### src/rtl/snn_frame_stats_pkg.sv
// Shared definitions for the SNN frame-statistics stage.
//  - Reference colours emitted by the upstream classifier.
//  - 2-bit pixel class encoding, which also indexes the counter arrays.
//  - Counting FSM state encoding.
//  - Packed video beat carried through the one-cycle pass-through register.
package snn_frame_stats_pkg;

   localparam logic [23:0] COL_BLUE   = 24'h0000FF;
   localparam logic [23:0] COL_YELLOW = 24'hFFFF00;
   localparam logic [23:0] COL_BLACK  = 24'h000000;

   typedef enum logic [1:0] {
      CLS_BLUE   = 2'd0,
      CLS_YELLOW = 2'd1,
      CLS_BLACK  = 2'd2,
      CLS_OTHER  = 2'd3
   } cls_e;

   typedef enum logic {
      S_SYNC  = 1'b0,
      S_COUNT = 1'b1
   } state_e;

   typedef struct packed {
      logic       vs;
      logic       hs;
      logic       de;
      logic [7:0] r;
      logic [7:0] g;
      logic [7:0] b;
   } video_t;

endpackage

### src/rtl/snn_frame_stats_if.sv
// Snapshot readout bus of snn_frame_stats.
//  stat_blue/yellow/black/other : per-class pixel counts of the last completed frame
//  stat_frame                   : index of the snapshotted frame
//  stat_valid / stat_ready      : valid/ready handshake, producer drives valid
//  stat_ovr                     : sticky flag, a snapshot was overwritten before acceptance
// master = producer (snn_frame_stats), slave = consumer.
interface snn_frame_stats_if #(
   parameter int CNT_W = 24,
   parameter int FRM_W = 16
);
   logic [CNT_W-1:0] stat_blue;
   logic [CNT_W-1:0] stat_yellow;
   logic [CNT_W-1:0] stat_black;
   logic [CNT_W-1:0] stat_other;
   logic [FRM_W-1:0] stat_frame;
   logic             stat_valid;
   logic             stat_ready;
   logic             stat_ovr;

   modport master (
      output stat_blue, stat_yellow, stat_black, stat_other,
      output stat_frame, stat_valid, stat_ovr,
      input  stat_ready
   );

   modport slave (
      input  stat_blue, stat_yellow, stat_black, stat_other,
      input  stat_frame, stat_valid, stat_ovr,
      output stat_ready
   );
endinterface

### src/rtl/snn_frame_stats_rgb_class_decode.sv
// Combinational pixel class decoder.
//  de      in  data enable; a pixel is only counted when set
//  r,g,b   in  classified pixel colour
//  cls     out class of the colour (blue/yellow/black/other)
//  hit     out pixel present this cycle
module snn_frame_stats_rgb_class_decode
   import snn_frame_stats_pkg::*;
(
   input  logic       de,
   input  logic [7:0] r,
   input  logic [7:0] g,
   input  logic [7:0] b,
   output cls_e       cls,
   output logic       hit
);

   always_comb begin
      cls = CLS_OTHER;
      if ({r, g, b} == COL_BLUE) begin
         cls = CLS_BLUE;
      end else if ({r, g, b} == COL_YELLOW) begin
         cls = CLS_YELLOW;
      end else if ({r, g, b} == COL_BLACK) begin
         cls = CLS_BLACK;
      end
      hit = de;
   end

endmodule

### src/rtl/snn_frame_stats.sv
// Per-frame class statistics for the SNN RGB classifier output.
//  clk, reset_n            clock and synchronous active-low reset
//  vs/hs/de/r/g/b _in      classified video from the classifier
//  vs/hs/de/r/g/b _out     same video delayed by one clock, unmodified
//  stat (master)           snapshot readout with valid/ready handshake
//  led                     {blue,yellow,black} one-hot dominant class of the last frame
// Counting starts at the first frame start after reset; each later frame start
// snapshots the finished frame's counts and restarts counting.
module snn_frame_stats
   import snn_frame_stats_pkg::*;
#(
   parameter int CNT_W = 24,
   parameter int FRM_W = 16
) (
   input  logic               clk,
   input  logic               reset_n,
   input  logic               vs_in,
   input  logic               hs_in,
   input  logic               de_in,
   input  logic [7:0]         r_in,
   input  logic [7:0]         g_in,
   input  logic [7:0]         b_in,
   output logic               vs_out,
   output logic               hs_out,
   output logic               de_out,
   output logic [7:0]         r_out,
   output logic [7:0]         g_out,
   output logic [7:0]         b_out,
   snn_frame_stats_if.master  stat,
   output logic [2:0]         led
);

   // counters saturate so an oversized frame reports full scale instead of wrapping
   function automatic logic [CNT_W-1:0] sat_inc(input logic [CNT_W-1:0] c);
      return (c == {CNT_W{1'b1}}) ? c : c + 1'b1;
   endfunction

   // ties go blue > yellow > black; an empty frame reports black
   function automatic logic [2:0] dominant(input logic [CNT_W-1:0] nb,
                                           input logic [CNT_W-1:0] ny,
                                           input logic [CNT_W-1:0] nk);
      if (nb == '0 && ny == '0 && nk == '0) return 3'b001;
      if (nb >= ny && nb >= nk)             return 3'b100;
      if (ny >= nk)                         return 3'b010;
      return 3'b001;
   endfunction

   video_t                  vid_d, vid_q;
   state_e                  state_d, state_q;
   logic [3:0][CNT_W-1:0]   cnt_d, cnt_q;
   logic [3:0][CNT_W-1:0]   snap_d, snap_q;
   logic [FRM_W-1:0]        frm_cnt_d, frm_cnt_q;
   logic [FRM_W-1:0]        frame_d, frame_q;
   logic                    valid_d, valid_q;
   logic                    ovr_d, ovr_q;
   logic [2:0]              led_d, led_q;

   cls_e                    pix_cls;
   logic                    pix_hit;
   logic                    fs;
   logic                    snap_now;

   snn_frame_stats_rgb_class_decode u_decode (
      .de  (de_in),
      .r   (r_in),
      .g   (g_in),
      .b   (b_in),
      .cls (pix_cls),
      .hit (pix_hit)
   );

   // Stage 0: frame-start detect, counting and snapshot next-state
   always_comb begin
      vid_d     = '{vs: vs_in, hs: hs_in, de: de_in, r: r_in, g: g_in, b: b_in};
      // registered vs doubles as the edge-detect history
      fs        = vs_in & ~vid_q.vs;
      state_d   = state_q;
      cnt_d     = cnt_q;
      snap_d    = snap_q;
      frm_cnt_d = frm_cnt_q;
      frame_d   = frame_q;
      valid_d   = valid_q;
      ovr_d     = ovr_q;
      led_d     = led_q;
      snap_now  = 1'b0;

      case (state_q)
         S_SYNC: begin
            if (fs) begin
               state_d = S_COUNT;
               cnt_d   = '0;
               if (pix_hit) cnt_d[pix_cls] = CNT_W'(1);
            end
         end
         S_COUNT: begin
            if (fs) begin
               snap_now = 1'b1;
               cnt_d    = '0;
               if (pix_hit) cnt_d[pix_cls] = CNT_W'(1);
            end else if (pix_hit) begin
               cnt_d[pix_cls] = sat_inc(cnt_q[pix_cls]);
            end
         end
      endcase

      // a snapshot wins over a transfer in the same cycle, keeping valid high
      if (snap_now) begin
         snap_d    = cnt_q;
         frame_d   = frm_cnt_q;
         frm_cnt_d = frm_cnt_q + 1'b1;
         valid_d   = 1'b1;
         ovr_d     = ovr_q | (valid_q & ~stat.stat_ready);
         led_d     = dominant(cnt_q[CLS_BLUE], cnt_q[CLS_YELLOW], cnt_q[CLS_BLACK]);
      end else if (valid_q & stat.stat_ready) begin
         valid_d   = 1'b0;
      end
   end

   // Stage 1: registered pass-through, counters and snapshot
   always_ff @(posedge clk) begin
      if (!reset_n) begin
         vid_q     <= '0;
         state_q   <= S_SYNC;
         cnt_q     <= '0;
         snap_q    <= '0;
         frm_cnt_q <= '0;
         frame_q   <= '0;
         valid_q   <= 1'b0;
         ovr_q     <= 1'b0;
         led_q     <= 3'b000;
      end else begin
         vid_q     <= vid_d;
         state_q   <= state_d;
         cnt_q     <= cnt_d;
         snap_q    <= snap_d;
         frm_cnt_q <= frm_cnt_d;
         frame_q   <= frame_d;
         valid_q   <= valid_d;
         ovr_q     <= ovr_d;
         led_q     <= led_d;
      end
   end

   assign vs_out           = vid_q.vs;
   assign hs_out           = vid_q.hs;
   assign de_out           = vid_q.de;
   assign r_out            = vid_q.r;
   assign g_out            = vid_q.g;
   assign b_out            = vid_q.b;

   assign stat.stat_blue   = snap_q[CLS_BLUE];
   assign stat.stat_yellow = snap_q[CLS_YELLOW];
   assign stat.stat_black  = snap_q[CLS_BLACK];
   assign stat.stat_other  = snap_q[CLS_OTHER];
   assign stat.stat_frame  = frame_q;
   assign stat.stat_valid  = valid_q;
   assign stat.stat_ovr    = ovr_q;
   assign led              = led_q;

endmodule

### src/flat_wrapper.sv
// flat-port wrapper written by rule: the top's interface ports become plain ports
module snn_frame_stats_flat import snn_frame_stats_pkg::*;
#(
   parameter int CNT_W = 24,
   parameter int FRM_W = 16
)
  (clk, reset_n, vs_in, hs_in, de_in, r_in, g_in, b_in, vs_out, hs_out, de_out, r_out, g_out, b_out, led, stat_stat_blue, stat_stat_yellow, stat_stat_black, stat_stat_other, stat_stat_frame, stat_stat_valid, stat_stat_ovr, stat_stat_ready);
  snn_frame_stats_if #(.CNT_W(CNT_W), .FRM_W(FRM_W)) stat_i ();
  input  logic clk;
  input  logic reset_n;
  input  logic vs_in;
  input  logic hs_in;
  input  logic de_in;
  input  logic [7:0] r_in;
  input  logic [7:0] g_in;
  input  logic [7:0] b_in;
  output logic vs_out;
  output logic hs_out;
  output logic de_out;
  output logic [7:0] r_out;
  output logic [7:0] g_out;
  output logic [7:0] b_out;
  output logic [2:0] led;
  output wire logic [$bits(stat_i.stat_blue)-1:0] stat_stat_blue;
  output wire logic [$bits(stat_i.stat_yellow)-1:0] stat_stat_yellow;
  output wire logic [$bits(stat_i.stat_black)-1:0] stat_stat_black;
  output wire logic [$bits(stat_i.stat_other)-1:0] stat_stat_other;
  output wire logic [$bits(stat_i.stat_frame)-1:0] stat_stat_frame;
  output wire logic [$bits(stat_i.stat_valid)-1:0] stat_stat_valid;
  output wire logic [$bits(stat_i.stat_ovr)-1:0] stat_stat_ovr;
  input wire logic [$bits(stat_i.stat_ready)-1:0] stat_stat_ready;
  assign stat_stat_blue = stat_i.stat_blue;
  assign stat_stat_yellow = stat_i.stat_yellow;
  assign stat_stat_black = stat_i.stat_black;
  assign stat_stat_other = stat_i.stat_other;
  assign stat_stat_frame = stat_i.stat_frame;
  assign stat_stat_valid = stat_i.stat_valid;
  assign stat_stat_ovr = stat_i.stat_ovr;
  assign stat_i.stat_ready = stat_stat_ready;
  snn_frame_stats #(.CNT_W(CNT_W), .FRM_W(FRM_W)) u_core (.clk(clk), .reset_n(reset_n), .vs_in(vs_in), .hs_in(hs_in), .de_in(de_in), .r_in(r_in), .g_in(g_in), .b_in(b_in), .vs_out(vs_out), .hs_out(hs_out), .de_out(de_out), .r_out(r_out), .g_out(g_out), .b_out(b_out), .stat(stat_i), .led(led));
endmodule
### config.mk
export PLATFORM = sky130hd
export DESIGN_NAME = snn_frame_stats_flat
export DESIGN_NICKNAME = d
export VERILOG_FILES = /design/src/rtl/snn_frame_stats_pkg.sv /design/src/rtl/snn_frame_stats_if.sv /design/src/rtl/snn_frame_stats_rgb_class_decode.sv /design/src/rtl/snn_frame_stats.sv /design/src/flat_wrapper.sv
export SDC_FILE = /design/constraint.sdc
export NUM_CORES = 1
export LEC_CHECK = 0
export BUFFER_PORTS_ARGS = -buffer_cell sky130_fd_sc_hd__clkbuf_2
export CAP_MARGIN = 25
export CORE_MARGIN = 2
export CORE_UTILIZATION = 50
export DETAILED_ROUTE_END_ITERATION = 6
export PLACE_DENSITY_LB_ADDON = 0.1
export SLEW_MARGIN = 20
export SYNTH_ARGS = -nofsm -noshare
export SYNTH_HDL_FRONTEND = slang
export SYNTH_SLANG_ARGS = --single-unit
### constraint.sdc
create_clock -name clk -period 6 [get_ports clk]
set_input_delay 1.2 -clock clk [delete_from_list [all_inputs] [get_ports clk]]
set_output_delay 1.2 -clock clk [all_outputs]
set_load 0.1 [all_outputs]
### After elaboration in Yosys (flattened, before gate mapping)

Cells that the tools add are included.
Widths: inputs -> output; s select.

* register bits: 257
* bits of input ports: 30
* output and inout port bits: 144
* word-level logic and storage cells: 83

* add/sub/neg operators: 2
* magnitude comparators: 5
* equality and inequality tests: 5
* muxes and demuxes: 34
* bitwise operators: 7
* reduce and logical (&&, ||, !) cells: 10

Operators by type and width (count)
* $mux 96: 3
* $pmux 96 s2: 1
* $bwmux 96: 1
* $logic_not 24->1: 4
* $mux 73: 1
* $ge 24x24->1: 3
* $mux 24: 3
* $bmux 24 s2: 1
* $demux 24 s2: 1
* $eq 24x24->1 const B: 2
* $add 24x1->24 const B: 1
* $eq 24x8->1 const B: 1
* $mux 3: 6
* $add 16x1->16 const B: 1
* $mux 1: 15
* $logic_and 1x1->1: 4
* $mux 2: 2
* $and 1x1->1: 3
* $lt 2x3->1 const B: 1
* $ne 3x3->1 const B: 1
* $not 1->1: 3
* $ge 2x1->1 const B: 1
* $ne 2x1->1 const B: 1
* $reduce_and 2->1: 1
* 2 further kinds: 2

### Longest topological paths before layout

* word-level depth: 13
* gate-level depth with buffers: 15
* mapped depth without buffers: 12

### Modules after synthesis

Synthesis repeated with hierarchy kept, for this count alone.

* cells, all modules: 1355
* area total of the unflattened synthesis: 11542.3 um^2

By module, submodules not included
* snn_frame_stats: instances 1, cells each 1336, area each 11418.5 um^2, sequential area each 5144.9 um^2
* snn_frame_stats_rgb_class_decode: instances 1, cells each 19, area each 123.9 um^2, sequential area each 0.0 um^2

### Worst setup path after synthesis

No wires, ideal clock.

* path type: input to register
* start: input b_in[0]
* end: register u_core.cnt_q[72] (netlist name)
* setup time: 0.117 ns
* arrival time: 4.402 ns
* data required time: 5.883 ns
* slack: 1.482 ns
* cell stages on the path: 14
* path buffers: 3
* cell sequence: or4_1 nor2_4 nand2_2 buf_6 and3_4 buf_6 a221oi_1 ha_1 nand4_1 nor4b_4 buf_6 mux2i_1 a211o_1 a22o_1

* longest elaborated chain between the ends: 12
* elaborated cells on any way between the ends: 22
* those cells by class: add/sub: 1; order compare: 2; eq/ne: 3; mux: 14; reduce/logical: 2

RTL lines
* start: declaration: line flat_wrapper.sv:16 `input logic [7:0] b_in;`
* $logic_not 24->1: line snn_frame_stats_rgb_class_decode.sv:23 `end else if ({r, g, b} == COL_BLACK) begin`
* $mux 1: line snn_frame_stats_rgb_class_decode.sv:23
* $mux 2: line snn_frame_stats_rgb_class_decode.sv:21 `end else if ({r, g, b} == COL_YELLOW) begin`
* $mux 2 (*): line snn_frame_stats_rgb_class_decode.sv:19 `if ({r, g, b} == COL_BLUE) begin`
* $bmux 24 s2 (tied with other cells): line snn_frame_stats.sv:101 `cnt_d[pix_cls] = sat_inc(cnt_q[pix_cls]);`
* $mux 24 (not written as such) or $logic_and 1x1->1 (tied branches): line snn_frame_stats.sv:101, snn_frame_stats.sv:92, snn_frame_stats.sv:99
* $add 24x1->24 (tied with other cells): line snn_frame_stats.sv:35 `return (c == {CNT_W{1'b1}}) ? c : c + 1'b1;`
* $mux 24 or $demux 24 s2 (tied branches)
* $bwmux 96: line snn_frame_stats.sv:101
* $mux 96: line snn_frame_stats.sv:100 `end else if (pix_hit) begin`
* $mux 96: line snn_frame_stats.sv:96 `if (fs) begin`
* $pmux 96 s2 (*): line snn_frame_stats.sv:87 `case (state_q)`
* end signal: assignment: line snn_frame_stats.sv:134 `cnt_q <= cnt_d;`
* end: declaration: line snn_frame_stats.sv:50 `logic [3:0][CNT_W-1:0] cnt_d, cnt_q;`

Every way passes the cells marked *; elsewhere a longest branch is shown, timed or not. The select of a mux whose other input is x is not followed.
A chain may end at the register's enable or synchronous reset.

### Worst setup path after layout

* start: input b_in[0]
* end: register u_core.cnt_q[31] (netlist name)

* longest elaborated chain between the ends: 12
* elaborated cells on any way between the ends: 20
* those cells by class: add/sub: 1; order compare: 2; eq/ne: 3; mux: 12; reduce/logical: 2

RTL lines (line)
* $logic_not 24->1: snn_frame_stats_rgb_class_decode.sv:23
* $mux 1: snn_frame_stats_rgb_class_decode.sv:23
* $mux 2: snn_frame_stats_rgb_class_decode.sv:21
* $mux 2 (*): snn_frame_stats_rgb_class_decode.sv:19
* $bmux 24 s2 (tied with other cells): snn_frame_stats.sv:101
* $mux 24 (not written as such) or $logic_and 1x1->1 (tied branches): snn_frame_stats.sv:101
* $add 24x1->24 (tied with other cells): snn_frame_stats.sv:35
* $mux 24 or $demux 24 s2 (tied branches)
* $bwmux 96 (*): snn_frame_stats.sv:101
* $mux 96 (*): snn_frame_stats.sv:100
* $mux 96 (*): snn_frame_stats.sv:96
* $pmux 96 s2 (*): snn_frame_stats.sv:87

Marked as above.

==> out/results.ini <==
[placement]
dp.cells = 1842
pre_cts_slack_ns = 0.771
gp_congestion = 0.959
dpl_cell_area_sq_mm = 0.0130
hpwl_um = 25600
port_buffers = 173

[setup_path]
cp_slowest_stage_delay_ns = 0.72
crit_slowest_cell = nor4_1
path_buf_inv = 2
reg2reg_slack_ns = 2.72
critPathKind = in2reg
crit_path_end_kind = flop
r2r-end = u_core.led[1]$_SDFFE_PN0P_
crit_fanout = 15
r2r_cells = 9
crit_required_ns = 6.40
cp-start-kind = primary input
path_cells = clkbuf_2, or4_1, nor2_4, nand2_2, nand3_2, o221ai_1, nor4_1, nor4b_4, buf_4, a211oi_1, xnor2_1, o21ai_0
arrival_ns = 5.19
cp_top_family = simple AND/OR/NAND/NOR gates
reg2reg_from = u_core.cnt_q[63]$_SDFFE_PN0P_

[clock_tree]
post_cts_resized = 0
clockBufferDepth = 3
postCtsSetupRepairBufs = 0
clk_latency_ns = 0.56
cts_tree = built
clock_sinks = 257
cts_root_buf = clkbuf_16
cts_max_level = 1
cts_buffers = 28
clk_pin_slew_ns = 0.06
ctsHoldBuffers = 0

[floorplan]
rows = 56
die_h_um = 158
core_sq_mm = 0.0234
dieArea_sq_mm = 0.0250
initial_core_util_pct = 50.7
die_w_um = 158
io_pins = 174

[layout]
nets = 1658
layoutNonFillerInstCount = 1890
stdcell_area_sq_mm = 0.0139
final_cell_mix = nand2_1, dfxtp_1, clkbuf_2
layout_commonest_cell = nand2_1
diodes = 0
syn2layout_area_growth_pct = 16.9
final_layout_size_suffix_gt1_share_pct = 15.8

[global_routing]
grt_max_degree = 101
met3_usage_pct = 4.54
grt_antenna_before_repair = 0
grt.overflow.total = 0
grtUsageTotal_pct = 28.0
grt-busiest-layer = met2
grt.met2_usage_pct = 42.3
grt_pass1_vias = 9789
globalRouteMet1Util_pct = 40.9
grt_pass1_wl_um = 54600

[timing]
grt_setup_unrepaired = no
max_freq_ghz = 0.209
finalSetupViolCount = 0
slew_headroom_pct = 32.5
fin_crit_sh_pct = 79.8
slew_viol_final = 0
period_minus_slack_ns = 4.79
tns_ns = 0
finClkSkew_ns = 0.0170
finalHoldViolCount = 0
tightest_slew_ns = 0.988
setup_ws_ns = 1.21

[routing]
vias_per_cell = 5.59
drc = 0
first_pass_iters = 5
drt_iter0_drc = 982
wl_um = 35200
route.antenna.remaining_nets = 0
vias = 10600
wl_per_cell_um = 18.6

[pwr]
clkPwrFrac_pct = 46.3
power.share.combinational_pct = 5.4
peakVddDrop_v = 0.000227
seqPwrFrac_pct = 48.3
p_int_mw = 2.72
swShare_pct = 23.8
leakage_nw = 5.48
power_switching_mw = 0.851
pwr_density_cell_mw_per_mm2 = 258

[flow_run]
max_cap_violations = 0

[synth]
synthArstFlopShare_pct = 0
synthTopCellsByArea = dfxtp_1, nand2_1, ha_1
ys_ff_latch = 257
avgSynthCellArea_sq_um = 8.42
netlist_instances = 1409
synth_warnings = 0
synth_top_area_share_pct = 43.4
ys_types = 57
synth.yosys.seq_area_share_pct = 43.4
synth.largest_area_cell = dfxtp_1
synthesis.nets = 1513
synth_area_sq_mm = 0.0119
synth_edf_count = 0
yosys_most_used_dff = dfxtp_1

[worst_hold_path]
hold_end = u_core.stat.stat_frame[13]$_SDFFE_PN0P_
hold_depth = 2
min_path_type = reg2reg
hold_path.startpoint = u_core.stat.stat_frame[13]$_SDFFE_PN0P_

[outcome]
status = completed

## sequential cells by signal, summed over array words and instances, names as in the netlist
register                 cells
u_core.stat.stat_black      24
u_core.g_out                 8
u_core.led                   3
u_core.stat.stat_blue       24
u_core.stat.stat_other      24
u_core.stat.stat_frame      16
u_core.stat.stat_valid       1
u_core.stat.stat_yellow     24
u_core.frm_cnt_q            16
u_core.cnt_q                96
u_core.b_out                 8
u_core.stat.stat_ovr         1
u_core.vs_out                1
u_core.hs_out                1
u_core.r_out                 8
u_core.de_out                1
u_core.state_q               1
## cell families after synthesis
kind of cell / after synthesis / synth area share [%]
xor gates and xnor gates: 34 / 2.51
buffers and inverters: 133 / 4.44
DFF: 257 / 43.4
AOI/OAI and AO/OA: 346 / 20.1
muxes: 3 / 0.253
adders and majority gates: 74 / 7.80
and+or+nand+nor: 562 / 21.6
## cell usage after synthesis (6+ instances only)
cell type	count
nand2_1	345
xor2_1	9
a21boi_0	117
and3_1	6
o221ai_1	22
inv_1	58
nand2b_1	6
buf_1	7
nor3_1	10
nor2_1	39
a2111oi_0	7
nor4_1	27
nand3_1	32
dfxtp_1	257
a211oi_1	10
and2_1	45
a22o_1	12
o21ai_0	94
clkbuf_1	63
a2bb2oi_1	6
ha_1	74
nand4_1	29
a21o_1	25
xnor2_1	25
a21oi_1	24
## how the worst max path moves through the flow
stage                       start                            end  slack (ns)  cells past startpoint
after floorplan           b_in[0]  u_core.cnt_q[72]$_SDFFE_PN0P_        1.48                     14
after global placement    b_in[0]  u_core.cnt_q[21]$_SDFFE_PN0P_        0.96                     14
after detailed placement  b_in[0]  u_core.cnt_q[33]$_SDFFE_PN0P_        0.77                     14
after CTS                 b_in[0]  u_core.cnt_q[33]$_SDFFE_PN0P_        1.34                     14
after global routing      b_in[0]   u_core.cnt_q[9]$_SDFFE_PN0P_        1.00                     14
final                     b_in[0]  u_core.cnt_q[31]$_SDFFE_PN0P_        1.21                     12
## per-stage QoR
stage | power (mW) | hold slack (ns) | utilization, %
2_1_floorplan | 1.91 | 0.447 | -
3_3_place_gp | 1.96 | 0.452 | 55.4
3_5_place_dp | 1.96 | 0.455 | 55.4
4_1_cts | 3.61 | 0.464 | 59.2
5_1_grt | 3.68 | 0.485 | 59.3
6_report | 3.58 | 0.460 | 59.3
## area by class of cell
type / count / area (sq um)
Tap cell: 319 / 399
Fill cell: 2242 / 9540
Multi-Input combinational cell: 1019 / 6220
Clock inverter: 9 / 83.8
Sequential cell: 257 / 5140
Inverter: 58 / 218
Clock buffer: 38 / 798
Timing Repair Buffer: 190 / 1000
## per-layer routing
metal  part of all wire [%]  routed length, um
met4                    2.7                964
met1                     48              16800
met2                     42              14700
met5                      0                  0
met3                    7.7               2720
## tightest hold or removal path, stage by stage, from the launching register on
cell	delay (ns)
dfxtp_1	0.30
nand2_1	0.04
a21boi_0	0.06
## power by group through the flow
stage	logic, mW	clock network, mW	registers, mW
global placement	0.192	0	1.76
floorplan	0.0686	0	1.84
global route	0.204	1.75	1.73
detailed placement	0.193	0	1.76
finish	0.193	1.66	1.73
CTS	0.193	1.69	1.73
No activity file was read; power rests on OpenSTA's default activity.
